<file path="src/rtl/ps2_pkg.sv">
// Shared types, constants and helpers for the PS/2 device-to-host frame receiver.
package ps2_pkg;

  typedef enum logic [1:0] {
    IDLE   = 2'd0,
    DATA   = 2'd1,
    PARITY = 2'd2,
    STOP   = 2'd3
  } ps2_state_e;

  localparam int PS2_DATA_BITS = 8;

  // PS/2 uses odd parity: the data bits plus the parity bit carry an odd number of ones.
  function automatic logic odd_parity_ok(input logic [7:0] data, input logic p);
    return ^{data, p};
  endfunction

endpackage

</file>
<file path="src/rtl/ps2_line_sync.sv">
// Conditions an asynchronous PS/2 clock pin: 2-FF synchroniser, run-length glitch
// filter and a registered one-cycle strobe on each falling edge of the filtered line.
module ps2_line_sync #(
  parameter int FILTER_LEN = 4
) (
  input  logic clk,
  input  logic rst_n,
  input  logic line_i,
  output logic fall_o
);

  logic [1:0]            sync_q;
  logic [FILTER_LEN-2:0] hist_q;
  logic [FILTER_LEN-2:0] hist_d;
  logic [FILTER_LEN-1:0] hist_ext;
  logic                  filt_q;
  logic                  filt_d;
  logic                  fall_q;
  logic                  all_low;
  logic                  all_high;

  // The newest synced sample plus FILTER_LEN-1 older ones must all agree before the
  // filtered level moves, so pulses shorter than FILTER_LEN cycles never get through.
  always_comb begin
    hist_ext = {hist_q, sync_q[1]};
    hist_d   = hist_ext[FILTER_LEN-2:0];
    all_low  = !sync_q[1] && (hist_q == '0);
    all_high = sync_q[1] && (hist_q == '1);
    filt_d   = filt_q;
    if (all_low) begin
      filt_d = 1'b0;
    end else if (all_high) begin
      filt_d = 1'b1;
    end
  end

  always_ff @(posedge clk or negedge rst_n) begin
    if (!rst_n) begin
      sync_q <= 2'b11;
      hist_q <= '1;
      filt_q <= 1'b1;
      fall_q <= 1'b0;
    end else begin
      sync_q <= {sync_q[0], line_i};
      hist_q <= hist_d;
      filt_q <= filt_d;
      fall_q <= filt_q & ~filt_d;
    end
  end

  assign fall_o = fall_q;

endmodule

</file>
<file path="src/rtl/ps2_frame_writer.sv">
// PS/2 device-to-host receiver that publishes each good byte on data_out, holding bsy
// high for the whole frame so the reader only ever sees complete bytes.
module ps2_frame_writer
  import ps2_pkg::*;
#(
  parameter int FILTER_LEN     = 4,
  parameter int TIMEOUT_CYCLES = 10000
) (
  input  logic       clk,
  input  logic       rst_n,
  input  logic       ps2_clk,
  input  logic       ps2_data,
  output logic [7:0] data_out,
  output logic       bsy,
  output logic       valid,
  output logic       err
);

  localparam int TW = $clog2(TIMEOUT_CYCLES + 1);

  ps2_state_e    state_q, state_d;
  logic [3:0]    cnt_q, cnt_d;
  logic [7:0]    shift_q, shift_d;
  logic          par_q, par_d;
  logic [TW-1:0] tmo_q, tmo_d;
  logic [7:0]    dout_q, dout_d;
  logic          bsy_q, bsy_d;
  logic          valid_q, valid_d;
  logic          err_q, err_d;
  logic [1:0]    dsync_q;
  logic          fall;
  logic          din;

  ps2_line_sync #(
    .FILTER_LEN(FILTER_LEN)
  ) u_clk_sync (
    .clk   (clk),
    .rst_n (rst_n),
    .line_i(ps2_clk),
    .fall_o(fall)
  );

  assign din = dsync_q[1];

  always_comb begin
    state_d = state_q;
    cnt_d   = cnt_q;
    shift_d = shift_q;
    par_d   = par_q;
    tmo_d   = '0;
    dout_d  = dout_q;
    bsy_d   = bsy_q;
    valid_d = 1'b0;
    err_d   = 1'b0;

    case (state_q)
      IDLE: begin
        if (fall && !din) begin
          state_d = DATA;
          cnt_d   = '0;
          shift_d = '0;
          bsy_d   = 1'b1;
        end
      end
      DATA: begin
        if (fall) begin
          shift_d = {din, shift_q[7:1]};
          cnt_d   = cnt_q + 4'd1;
          if (cnt_q == 4'(PS2_DATA_BITS - 1)) begin
            state_d = PARITY;
          end
        end
      end
      PARITY: begin
        if (fall) begin
          par_d   = din;
          state_d = STOP;
        end
      end
      STOP: begin
        if (fall) begin
          if (din && odd_parity_ok(shift_q, par_q)) begin
            dout_d  = shift_q;
            valid_d = 1'b1;
          end else begin
            err_d = 1'b1;
          end
          bsy_d   = 1'b0;
          state_d = IDLE;
          cnt_d   = '0;
          shift_d = '0;
        end
      end
      default: begin
        state_d = IDLE;
        bsy_d   = 1'b0;
      end
    endcase

    // A fall strobe in the same cycle as expiry counts as progress, so it wins.
    if (state_q != IDLE && !fall) begin
      if (tmo_q == TW'(TIMEOUT_CYCLES - 1)) begin
        err_d   = 1'b1;
        bsy_d   = 1'b0;
        state_d = IDLE;
        cnt_d   = '0;
        shift_d = '0;
      end else begin
        tmo_d = tmo_q + 1'b1;
      end
    end
  end

  always_ff @(posedge clk or negedge rst_n) begin
    if (!rst_n) begin
      state_q <= IDLE;
      cnt_q   <= '0;
      shift_q <= '0;
      par_q   <= 1'b0;
      tmo_q   <= '0;
      dout_q  <= 8'h00;
      bsy_q   <= 1'b0;
      valid_q <= 1'b0;
      err_q   <= 1'b0;
      dsync_q <= 2'b11;
    end else begin
      state_q <= state_d;
      cnt_q   <= cnt_d;
      shift_q <= shift_d;
      par_q   <= par_d;
      tmo_q   <= tmo_d;
      dout_q  <= dout_d;
      bsy_q   <= bsy_d;
      valid_q <= valid_d;
      err_q   <= err_d;
      dsync_q <= {dsync_q[0], ps2_data};
    end
  end

  assign data_out = dout_q;
  assign bsy      = bsy_q;
  assign valid    = valid_q;
  assign err      = err_q;

endmodule

</file>
<file path="config.mk">
export PLATFORM = sky130hd
export DESIGN_NAME = ps2_frame_writer
export DESIGN_NICKNAME = d
export VERILOG_FILES = /design/src/rtl/ps2_pkg.sv /design/src/rtl/ps2_line_sync.sv /design/src/rtl/ps2_frame_writer.sv
export SDC_FILE = /design/constraint.sdc
export NUM_CORES = 1
export LEC_CHECK = 0
export ABC_AREA = 1
export ABC_CLOCK_PERIOD_IN_PS = 3030
export CAP_MARGIN = 20
export CELL_PAD_IN_SITES_DETAIL_PLACEMENT = 1
export CELL_PAD_IN_SITES_GLOBAL_PLACEMENT = 1
export CORE_MARGIN = 2
export CORE_UTILIZATION = 48
export CTS_CLUSTER_SIZE = 28
export DETAILED_ROUTE_END_ITERATION = 8
export PLACE_DENSITY = 0.87
export SLEW_MARGIN = 20
export SYNTH_ARGS = -nofsm -noshare
export SYNTH_HDL_FRONTEND = slang
export SYNTH_HIERARCHICAL = 1
export SYNTH_SLANG_ARGS = --single-unit
</file>
<file path="constraint.sdc">
create_clock -name clk -period 3.03 [get_ports clk]
set_input_delay 0.909 -clock clk [delete_from_list [all_inputs] [get_ports clk]]
set_output_delay 0.909 -clock clk [all_outputs]
set_load 0.05 [all_outputs]
</file>
==> flow_summary_export.csv <==
group,metric,value,unit
cts,clkTransAtPathRegs,0.09,ns
layout,diodes,0,
pwr,switchingPower,0.000500,W
detailed_routing,vias,1978,
synthesis,async_flop_share,100,%
place,io_buffers,14,
synthesis,seq_area_frac_synth,49.2,%
cts,post_cts_buffers,0,
place,place_congestion,0.833,
synthesis,synth.yosys.warnings,6,
pwr,powerDensity,530,nW/um^2
pwr,comb_power_share,23.8,%
floorplan,die-height,76.3,um
floorplan,fp-row-count,26,
sta,timing.fmax,420,MHz
layout,utilization,55.8,%
sta,slew_headroom,66.2,%
setup_path,crit_family,"buffers and inverters",
cts,clockBufferDepth,2,
synthesis,ys_seq_elements,49,
layout,area_delta_synth_final,12.8,%
sta,rsz0062_at_grt,"no",
layout,final_common_cell,"nand2_1",
sta,tightest_slew,0.505,ns
layout,final-instance-count-excl-fill,382,
layout,mostFrequentLayoutCells,"74 x nand2_1, 44 x inv_1, 41 x dfrtp_1, 25 x nor2_1, 13 x clkdlybuf4s50_1",
floorplan,dieArea,5830,sq um
status,status,"complete, no violations",
sta,period_share,78.6,%
pwr,p_leak,1.42,nW
detailed_routing,wl_per_cell,14.2,um
floorplan,start_util,49.5,%
sta,finalMaxSlewViolations,0,
synthesis,synth_area_leader_cell,"dfrtp_1",
layout,nNetsFinal,322,
setup_path,crit_chain,"clkdlybuf4s50_1",
cts,cts.sinks,49,
synthesis,yosys.area.top_type_share,40.8,%
floorplan,coreArea,5070,sq um
pwr,internal-power,0.00100,W
pwr,netSwitchingFraction,33.3,%
sta,fin_setup_tns,0,ns
synthesis,synthCells,291,
cts,clockRootBuffer,"clkbuf_8",
setup_path,crit_fanout,2,
setup_path,required,2.12,ns
cts,numCtsBuffers,5,
setup_path,cp-end-kind,"output port",
floorplan,io_pins,15,
sta,hold_violations,0,
synthesis,synth_nets,302,
cts,cts_hold_buf,0,
detailed_routing,firstDrtPassIters,4,
setup_path,startpoint_type,"register",
detailed_routing,drc_errors,0,
global_routing,grt_pass1_wl,9650,um
global_routing,grt-ovfl-total,0,
cts,htreeDepth,2,
place,placed_cells,373,
hold_path,hp-class,"register to register",
synthesis,synth_edf_count,0,
detailed_routing,vias_per_cell,5.18,
detailed_routing,ant_nets,0,
cts,clock_latency,0.30,ns
detailed_routing,drt_iter0_markers,81,
sta,final-setup-viol-count,0,
cts,cts_tree,"done",
synthesis,ys_types,34,
cts,cts-resized-gates,0,
setup_path,critPathSlowestCell,"clkdlybuf4s50_1",
sta,final.min_clock_period,2.38,ns
global_routing,grt_start_max_net_pins,45,
setup_path,critPathMaxStageDelay,0.81,ns
setup_path,critPathBufInv,1,
global_routing,grtUsageTotal,20.5,%
run,cap_violations,0,
layout,fillerInstances,623,
synthesis,synth_ff_type,"dfrtp_1",
layout,drive_gt1_share,14.7,%
sta,fin_skew,0.00574,ns
setup_path,arrival,1.47,ns
pwr,max-vdd-ir-drop,0.000244,V
place,dp_hpwl,4110,um
synthesis,ys_top_cells_by_area,"dfrtp_1 41%, nand2_1 11%, dfstp_2 8.4%, inv_1 6.6%, nor2_1 3.7%",
pwr,sequentialPowerShare,49.4,%
global_routing,grt_pass1_vias,2157,
synthesis,synth_area_per_cell,8.63,sq um
setup_path,criticalPathCategory,"register to output port",
floorplan,fp.dieW,76.3,um
pwr,pwr-share-clk,26.7,%
synthesis,netlist_area,2510,sq um
global_routing,antenna_found_initial,0,
detailed_routing,wirelength,5440,um
## layout make-up
type | instances | area (sq um) | area share, %
timing repair buffer | 17 | 170 | 6.00
multi-input combinational | 189 | 1060 | 37.4
clock inverter | 2 | 13.8 | 0.486
tap | 70 | 87.6 | 3.09
clock buffer | 6 | 82.6 | 2.91
sequential | 49 | 1240 | 43.6
inverter | 49 | 184 | 6.49
## per-layer routing
layer / vias up / GRT usage (%) / routed length (um)
met5: - / 0 / 0
met4: 0 / 6.00 / 36
met3: 6 / 3.67 / 135
met2: 29 / 38.8 / 3030
met1: 968 / 23.3 / 2240
li1: 975 / - / -
## logic make-up after synthesis
kind of cell | count (synthesis) | synth area share (%)
buffers and inverters | 53 | 8.62
AOI/OAI and AO/OA | 32 | 7.92
adders and majority gates | 7 | 3.49
xor gates and xnor gates | 5 | 1.74
DFF | 49 | 49.2
and+or+nand+nor | 145 | 29.0
## metrics by stage
| stage | power [W] | instance area (sq um) | hold slack [ns] | worst slack (ns) |
|---|---|---|---|---|
| 2_1_floorplan | 0.00101 | 2510 | 0.345 | 1.51 |
| 3_3_place_gp | 0.00109 | 2720 | 0.346 | 0.995 |
| 3_5_place_dp | 0.00111 | 2720 | 0.348 | 0.975 |
| 4_1_cts | 0.00152 | 2810 | 0.362 | 0.636 |
| 5_1_grt | 0.00160 | 2830 | 0.365 | 0.579 |
| 6_report | 0.00150 | 2830 | 0.360 | 0.649 |
## sequential cells by signal, indices dropped and copies added (netlist names), 2 cells and up
name / count
tmo_q: 14
data_out: 8
shift_q: 8
cnt_q: 4
u_clk_sync/hist_q: 3
dsync_q: 2
state_q: 2
u_clk_sync/sync_q: 2
## synthesized netlist by cell type, types with 2 or more instances
master / n
o21ai_0: 8
dfstp_2: 8
a21oi_1: 7
nor2_1: 25
buf_2: 2
buf_6: 2
nand2_1: 74
nor3_1: 6
ha_1: 7
o22ai_1: 10
a31oi_1: 3
nand3_2: 4
nand4_1: 12
nand3_4: 2
nor2_2: 4
xnor2_1: 3
nand2_2: 4
nand3_1: 7
inv_1: 44
dfrtp_1: 41
inv_2: 4
xor2_1: 2
## final timing paths
kind,start,endpoint,slack [ns],depth (start not counted)
max in group asynchronous,rst_n,u_clk_sync/hist_q[0]$_DFF_PN1_,1.82,3
min reg2reg,u_clk_sync/sync_q[0]$_DFF_PN1_,u_clk_sync/sync_q[1]$_DFF_PN1_,0.36,0
min,u_clk_sync/sync_q[0]$_DFF_PN1_,u_clk_sync/sync_q[1]$_DFF_PN1_,0.36,0
max,data_out[0]$_DFFE_PN0P_,data_out[0],0.65,1
max reg2reg,state_q[0]$_DFF_PN0_,shift_q[3]$_DFF_PN0_,1.21,7
min in group asynchronous,rst_n,shift_q[2]$_DFF_PN0_,0.50,1
## power groups by stage
| stage | Sequential, W | Clock (W) | Combinational [W] |
|---|---|---|---|
| after floorplan | 0.000761 | 0 | 0.000245 |
| after global placement | 0.000752 | 0 | 0.000334 |
| after detailed placement | 0.000756 | 0 | 0.000352 |
| after CTS | 0.000743 | 0.000416 | 0.000357 |
| after global routing | 0.000749 | 0.000440 | 0.000407 |
| final | 0.000743 | 0.000402 | 0.000358 |
(Power assumes the default switching activity.)
